[config.mk]
export PLATFORM = sky130hd
export DESIGN_NAME = inst_fetch_flat
export DESIGN_NICKNAME = d
export VERILOG_FILES = /design/src/rtl/fetch_pkg.sv /design/src/rtl/inst_fetch_if.sv /design/src/rtl/pc_next.sv /design/src/rtl/inst_fetch.sv /design/src/flat_wrapper.sv
export SDC_FILE = /design/constraint.sdc
export NUM_CORES = 1
export LEC_CHECK = 0
export ABC_AREA = 1
export CORE_ASPECT_RATIO = 1.75
export CORE_MARGIN = 4
export CORE_UTILIZATION = 51
export DETAILED_ROUTE_END_ITERATION = 10
export PLACE_DENSITY = 0.77
export SYNTH_ARGS = -nofsm -noshare
export SYNTH_HDL_FRONTEND = slang
export SYNTH_SLANG_ARGS = --single-unit
[constraint.sdc]
create_clock -name clk_i -period 2.85 [get_ports clk_i]
set_input_delay 0.57 -clock clk_i [delete_from_list [all_inputs] [get_ports clk_i]]
set_output_delay 0.57 -clock clk_i [all_outputs]
set_load 0.05 [all_outputs]
[src/rtl/fetch_pkg.sv]
// Shared definitions for the instruction fetch unit: FSM states, special
// opcodes and the resident program entry points.
// The FAULT state exists only when INST_FETCH_TRAP_EN is defined.
package fetch_pkg;

    localparam logic [7:0] PROG1_BASE = 8'd0;    // multiply
    localparam logic [7:0] PROG2_BASE = 8'd98;   // string match
    localparam logic [7:0] PROG3_BASE = 8'd150;  // closest pair
    localparam logic [7:0] HALT_OP    = 8'h88;
    localparam logic [7:0] TRAP_OP    = 8'hFF;   // erased-ROM pattern

    typedef enum logic [1:0] {
        ST_IDLE  = 2'd0,
        ST_RUN   = 2'd1,
        ST_DONE  = 2'd2
`ifdef INST_FETCH_TRAP_EN
        , ST_FAULT = 2'd3
`endif
    } fetch_state_e;

    // Entry point for a program select code; code 3 aliases program 1.
    function automatic logic [7:0] prog_base(input logic [1:0] sel);
        case (sel)
            2'd1:    prog_base = PROG2_BASE;
            2'd2:    prog_base = PROG3_BASE;
            default: prog_base = PROG1_BASE;
        endcase
    endfunction

endpackage

[src/rtl/inst_fetch_if.sv]
// Control, ROM and decoder signals of the fetch unit bundled together.
// master = fetch unit, slave = surrounding control/ROM/datapath.
interface inst_fetch_if;

    logic        start_i;
    logic [1:0]  prog_sel_i;
    logic        stall_i;
    logic [7:0]  inst_i;
    logic        branch_i;
    logic        branch_back_i;
    logic [7:0]  branch_off_i;
    logic [7:0]  address_o;
    logic [7:0]  inst_o;
    logic        inst_valid_o;
    logic        busy_o;
    logic        done_o;
    logic [15:0] inst_cnt_o;

    modport master (
        input  start_i, prog_sel_i, stall_i, inst_i,
               branch_i, branch_back_i, branch_off_i,
        output address_o, inst_o, inst_valid_o, busy_o, done_o, inst_cnt_o
    );

    modport slave (
        output start_i, prog_sel_i, stall_i, inst_i,
               branch_i, branch_back_i, branch_off_i,
        input  address_o, inst_o, inst_valid_o, busy_o, done_o, inst_cnt_o
    );

endinterface

[src/rtl/pc_next.sv]
// Combinational next-PC: sequential, forward branch (skip past the branch
// instruction then add the distance) or backward branch, all modulo 256.
module pc_next (
    input  logic [7:0] pc_i,
    input  logic       branch_i,
    input  logic       back_i,
    input  logic [7:0] off_i,
    output logic [7:0] pc_nxt_o
);

    // 8-bit arithmetic wraps naturally; no carry/borrow is kept.
    always_comb begin
        pc_nxt_o = pc_i + 8'd1;
        if (branch_i) begin
            if (back_i) pc_nxt_o = pc_i - off_i;
            else        pc_nxt_o = pc_i + 8'd1 + off_i;
        end
    end

endmodule

[src/rtl/inst_fetch.sv]
// Instruction fetch unit: owns the PC, addresses the ROM, forwards bytes to
// the decoder and tracks run/done state and the retired instruction count.
// Optional feature: INST_FETCH_TRAP_EN (trap on opcode 8'hFF into FAULT).
module inst_fetch
    import fetch_pkg::*;
(
    input  logic           clk_i,
    input  logic           reset_i,
    inst_fetch_if.master   bus
);

    fetch_state_e state_q, state_d;
    logic [7:0]   pc_q, pc_d;
    logic [15:0]  cnt_q, cnt_d;
    logic [7:0]   pc_nxt;
    logic         retire;
    logic         done_w;

    pc_next u_pc_next (
        .pc_i     (pc_q),
        .branch_i (bus.branch_i),
        .back_i   (bus.branch_back_i),
        .off_i    (bus.branch_off_i),
        .pc_nxt_o (pc_nxt)
    );

    // State register; reset returns every visible output to zero.
    always_ff @(posedge clk_i) begin
        if (reset_i) begin
            state_q <= ST_IDLE;
            pc_q    <= 8'd0;
            cnt_q   <= 16'd0;
        end else begin
            state_q <= state_d;
            pc_q    <= pc_d;
            cnt_q   <= cnt_d;
        end
    end

    // Next state, PC and count; halt leaves PC on the halt byte.
    always_comb begin
        state_d = state_q;
        pc_d    = pc_q;
        cnt_d   = cnt_q;
        retire  = 1'b0;
        case (state_q)
            ST_RUN: begin
                if (!bus.stall_i) begin
`ifdef INST_FETCH_TRAP_EN
                    if (bus.inst_i == TRAP_OP) state_d = ST_FAULT;
                    else                       retire  = 1'b1;
`else
                    retire = 1'b1;
`endif
                end
            end
            default: begin
                // IDLE, DONE (and FAULT): only a start pulse does anything
                if (bus.start_i) begin
                    state_d = ST_RUN;
                    pc_d    = prog_base(bus.prog_sel_i);
                    cnt_d   = 16'd0;
                end
            end
        endcase
        if (retire) begin
            if (cnt_q != 16'hFFFF) cnt_d = cnt_q + 16'd1;
            if (bus.inst_i == HALT_OP) state_d = ST_DONE;
            else                       pc_d    = pc_nxt;
        end
    end

    // Done flag covers the fault stop as well when trapping is built in.
    always_comb begin
        done_w = (state_q == ST_DONE);
`ifdef INST_FETCH_TRAP_EN
        if (state_q == ST_FAULT) done_w = 1'b1;
`endif
    end

    assign bus.address_o    = pc_q;
    assign bus.inst_valid_o = retire;
    assign bus.inst_o       = retire ? bus.inst_i : 8'h00;
    assign bus.busy_o       = (state_q == ST_RUN);
    assign bus.done_o       = done_w;
    assign bus.inst_cnt_o   = cnt_q;

endmodule

[src/flat_wrapper.sv]
// flat-port wrapper written by rule: the top's interface ports become plain ports
module inst_fetch_flat import fetch_pkg::*;
  (clk_i, reset_i, bus_start_i, bus_prog_sel_i, bus_stall_i, bus_inst_i, bus_branch_i, bus_branch_back_i, bus_branch_off_i, bus_address_o, bus_inst_o, bus_inst_valid_o, bus_busy_o, bus_done_o, bus_inst_cnt_o);
  inst_fetch_if bus_i ();
  input  logic clk_i;
  input  logic reset_i;
  input wire logic [$bits(bus_i.start_i)-1:0] bus_start_i;
  input wire logic [$bits(bus_i.prog_sel_i)-1:0] bus_prog_sel_i;
  input wire logic [$bits(bus_i.stall_i)-1:0] bus_stall_i;
  input wire logic [$bits(bus_i.inst_i)-1:0] bus_inst_i;
  input wire logic [$bits(bus_i.branch_i)-1:0] bus_branch_i;
  input wire logic [$bits(bus_i.branch_back_i)-1:0] bus_branch_back_i;
  input wire logic [$bits(bus_i.branch_off_i)-1:0] bus_branch_off_i;
  output wire logic [$bits(bus_i.address_o)-1:0] bus_address_o;
  output wire logic [$bits(bus_i.inst_o)-1:0] bus_inst_o;
  output wire logic [$bits(bus_i.inst_valid_o)-1:0] bus_inst_valid_o;
  output wire logic [$bits(bus_i.busy_o)-1:0] bus_busy_o;
  output wire logic [$bits(bus_i.done_o)-1:0] bus_done_o;
  output wire logic [$bits(bus_i.inst_cnt_o)-1:0] bus_inst_cnt_o;
  assign bus_i.start_i = bus_start_i;
  assign bus_i.prog_sel_i = bus_prog_sel_i;
  assign bus_i.stall_i = bus_stall_i;
  assign bus_i.inst_i = bus_inst_i;
  assign bus_i.branch_i = bus_branch_i;
  assign bus_i.branch_back_i = bus_branch_back_i;
  assign bus_i.branch_off_i = bus_branch_off_i;
  assign bus_address_o = bus_i.address_o;
  assign bus_inst_o = bus_i.inst_o;
  assign bus_inst_valid_o = bus_i.inst_valid_o;
  assign bus_busy_o = bus_i.busy_o;
  assign bus_done_o = bus_i.done_o;
  assign bus_inst_cnt_o = bus_i.inst_cnt_o;
  inst_fetch u_core (.clk_i(clk_i), .reset_i(reset_i), .bus(bus_i));
endmodule
==> impl_metrics.csv <==
group,metric,value,unit
outcome,outcome,"complete, no violations",
clocking,ctsHoldBuffers,0,
yosys,syn_inst,426,
grt,antenna_found_initial,0,
hold_path,worstHoldPathType,"flop to flop",
setup_path,crit_slowest_cell,"dfxtp_1",
timing,tightest_slew,0.522,ns
yosys,synth_compound_area_frac,0.131,
power,p_leak,1.60,nW
grt,grt_overflow_total,0,
setup_path,path_class,"flop to flop",
grt,grt_max_degree,20,
yosys,ys_warn_count,0,
route,drt_iter0_drc,175,
setup_path,crit_chain,"ha_1, nand2_1, nor2_1, inv_1, nand2_1, inv_1, ha_1, nand2_1, inv_1, nand4_1, nand3_1, nand2_1, nand3_1, nand2_1, nand2_1, a21oi_1",
timing,hold_viol,0,
yosys,syn_area,2590,um2
hold_path,whs_path_depth,2,
floorplan,ios,59,
timing,tns,0,ns
grt,grt_pass1_wl,12000,um
clocking,cts_max_level,1,
yosys,synth-simple-area-share,0.402,
finish,layout_commonest_cell,"nand2_1",
grt,grt_pass1_vias,2739,
finish,diodes,0,
yosys,ys_ff_latch,26,
placed_design,hpwl,6040,um
floorplan,initial_utilization,0.525,
yosys,synth_cell_types,33,
power,p_sw,0.000388,W
route,wire_per_inst,13.8,um
timing,finalCritPeriodShare,0.861,
floorplan,die_y,102,um
grt,top_usage_layer,"met2",
finish,final_cell_mix,"112 x nand2_1, 80 x inv_1, 49 x clkdlybuf4s50_1",
power,vdd_drop_max,0.328,mV
yosys,synthXorXnorAreaFrac,0.0203,
clocking,cts.sinks,26,
grt,grt_use_met1,0.249,
yosys,syn_area_per_cell,6.08,um2
power,sw_frac_of_total,0.351,
grt,grtUsageMet3,0.0114,
timing,fmax,407,MHz
yosys,synth.mux.area_fraction,0,
power,intPower,0.000716,W
grt,track_usage,0.245,
route,first_pass_iters,4,
setup_path,worstPathRequired,3.02,ns
placed_design,portBuffers,58,
route,num_vias,2876,
timing,finalSetupViolations,0,
timing,slew-limit-headroom,0.651,
finish,nNetsFinal,529,
power,clock_power_share,0.289,
placed_design,gp_congestion,0.959,
grt,met2_usage,0.468,
clocking,cts_tree,"yes",
setup_path,path_max_fanout,6,
route,via_per_inst,5.36,
flow_run,maxCapViolCount,0,
clocking,clk_path_buf_depth,2,
timing,holdWs,0.521,ns
clocking,insertion_delay,0.28,ns
clocking,cts_root_buffer,"clkbuf_8",
finish,drive_gt1_frac,0.0745,
setup_path,max_stage_delay,0.45,ns
finish,area_growth,30.4,%
timing,fin_crit,2.46,ns
power,power_density,327,nW/um2
floorplan,dieWidth,61.9,um
route,drc,0,
floorplan,core_area,4930,um2
clocking,cts_buffers,3,
clocking,path_clk_slew,0.10,ns
yosys,synth_adder_area_share,0.107,
yosys,syn_nets,471,
setup_path,path_common_cell,"nand2_1",
route,ant_nets,0,
yosys,synth_seq_area_share,0.201,
setup_path,crit_path_start_kind,"flop",
floorplan,rows,34,
floorplan,design.die.area,6320,um2
power,combinationalPowerShare,0.358,
route,routed_wl,7400,um
yosys,synth_top_family_by_area,"simple AND/OR/NAND/NOR gates",
clocking,cts-resized-gates,0,
power,seqPwrFrac,0.353,
timing,rsz0062_at_grt,"false",
finish,fillers,468,
setup_path,crit_path_end_kind,"flop",
clocking,cts_setup_buffers,0,
timing,drv_slew,0,
setup_path,cp.arrival,2.63,ns
timing,skew,0.00886,ns
setup_path,r2r_cells,16,
## routing by layer
metal	vias to the layer above	share of wire
met3	26	0.027
met4	0	0.053
li1	1470	-
met1	1307	0.37
met5	-	0
met2	73	0.55
## power groups by stage
| stage | clock network (W) | logic [W] | registers, W |
|---|---|---|---|
| finish | 0.000319 | 0.000395 | 0.000389 |
| global route | 0.000334 | 0.000435 | 0.000391 |
| CTS | 0.000319 | 0.000393 | 0.000389 |
| detailed placement | 0 | 0.000391 | 0.000397 |
| global placement | 0 | 0.000386 | 0.000397 |
| floorplan | 0 | 0.000228 | 0.000426 |
## flip-flops by register name, indices dropped and copies added, names as in the netlist
signal,cells
u_core.bus.inst_cnt_o,16
u_core.bus.address_o,8
u_core.state_q,2
## area by class of cell
cell class	instances	area, um2	area share
multi-input cells	310	1710	0.507
repair buffers	62	701	0.208
flip-flops and latches	26	520	0.154
inverters	81	304	0.0901
well taps	54	67.6	0.0200
clock buffers	3	41.3	0.0122
clock inverters	1	30.0	0.00890
## synthesized netlist by cell type (all sizes together)
cell type,instances,share of area
buf,4,0.014
o21ai,26,0.050
a21boi,1,0.0029
a211oi,1,0.0029
nand4,10,0.024
nand2,114,0.17
xor2,5,0.017
dfxtp,26,0.20
or2,1,0.0024
inv,81,0.12
a31oi,3,0.0073
nand3,36,0.080
o21bai,1,0.0029
a21oi,30,0.059
ha,19,0.092
fa,2,0.015
xnor2,1,0.0034
clkbuf,5,0.0073
nor3,15,0.043
o211ai,2,0.0058
nor2,43,0.077
## worst max-delay path: cells and delay by family (launching register included)
family | cells | cell delay [ns]
AO/OA/AOI/OAI | 1 | 0.07
adder cells (fa/ha/maj) | 2 | 0.58
buffers and inverters | 3 | 0.20
flip-flops | 1 | 0.45
AND/OR/NAND/NOR | 10 | 1.04
## metrics by stage
step	total power (W)	std cells	util	area, um2	setup WS (ns)
after floorplan	0.000654	426	-	2590	0.352
after global placement	0.000782	533	0.669	3300	0.462
after detailed placement	0.000789	533	0.669	3300	0.438
after CTS	0.00110	537	0.684	3370	0.395
after global routing	0.00116	537	0.684	3370	0.112
final	0.00110	537	0.684	3370	0.395
## cell families after synthesis
logic type	after synthesis
XOR/XNOR	6
AO/OA/AOI/OAI	64
flip-flops	26
adder cells (fa/ha/maj)	21
buffers and inverters	90
AND/OR/NAND/NOR	219
## final timing paths
| check | startpoint | to | slack, ns |
|---|---|---|---|
| worst min-delay path | u_core.bus.inst_cnt_o[9] | u_core.bus.inst_cnt_o[9] | 0.52 |
| worst max-delay path | u_core.bus.address_o[1] | u_core.bus.address_o[5] | 0.40 |
| worst min register to register | u_core.bus.inst_cnt_o[9] | u_core.bus.inst_cnt_o[9] | 0.52 |
| worst max register to register | u_core.bus.address_o[1] | u_core.bus.address_o[5] | 0.40 |
No activity file was read; power rests on OpenSTA's default activity.
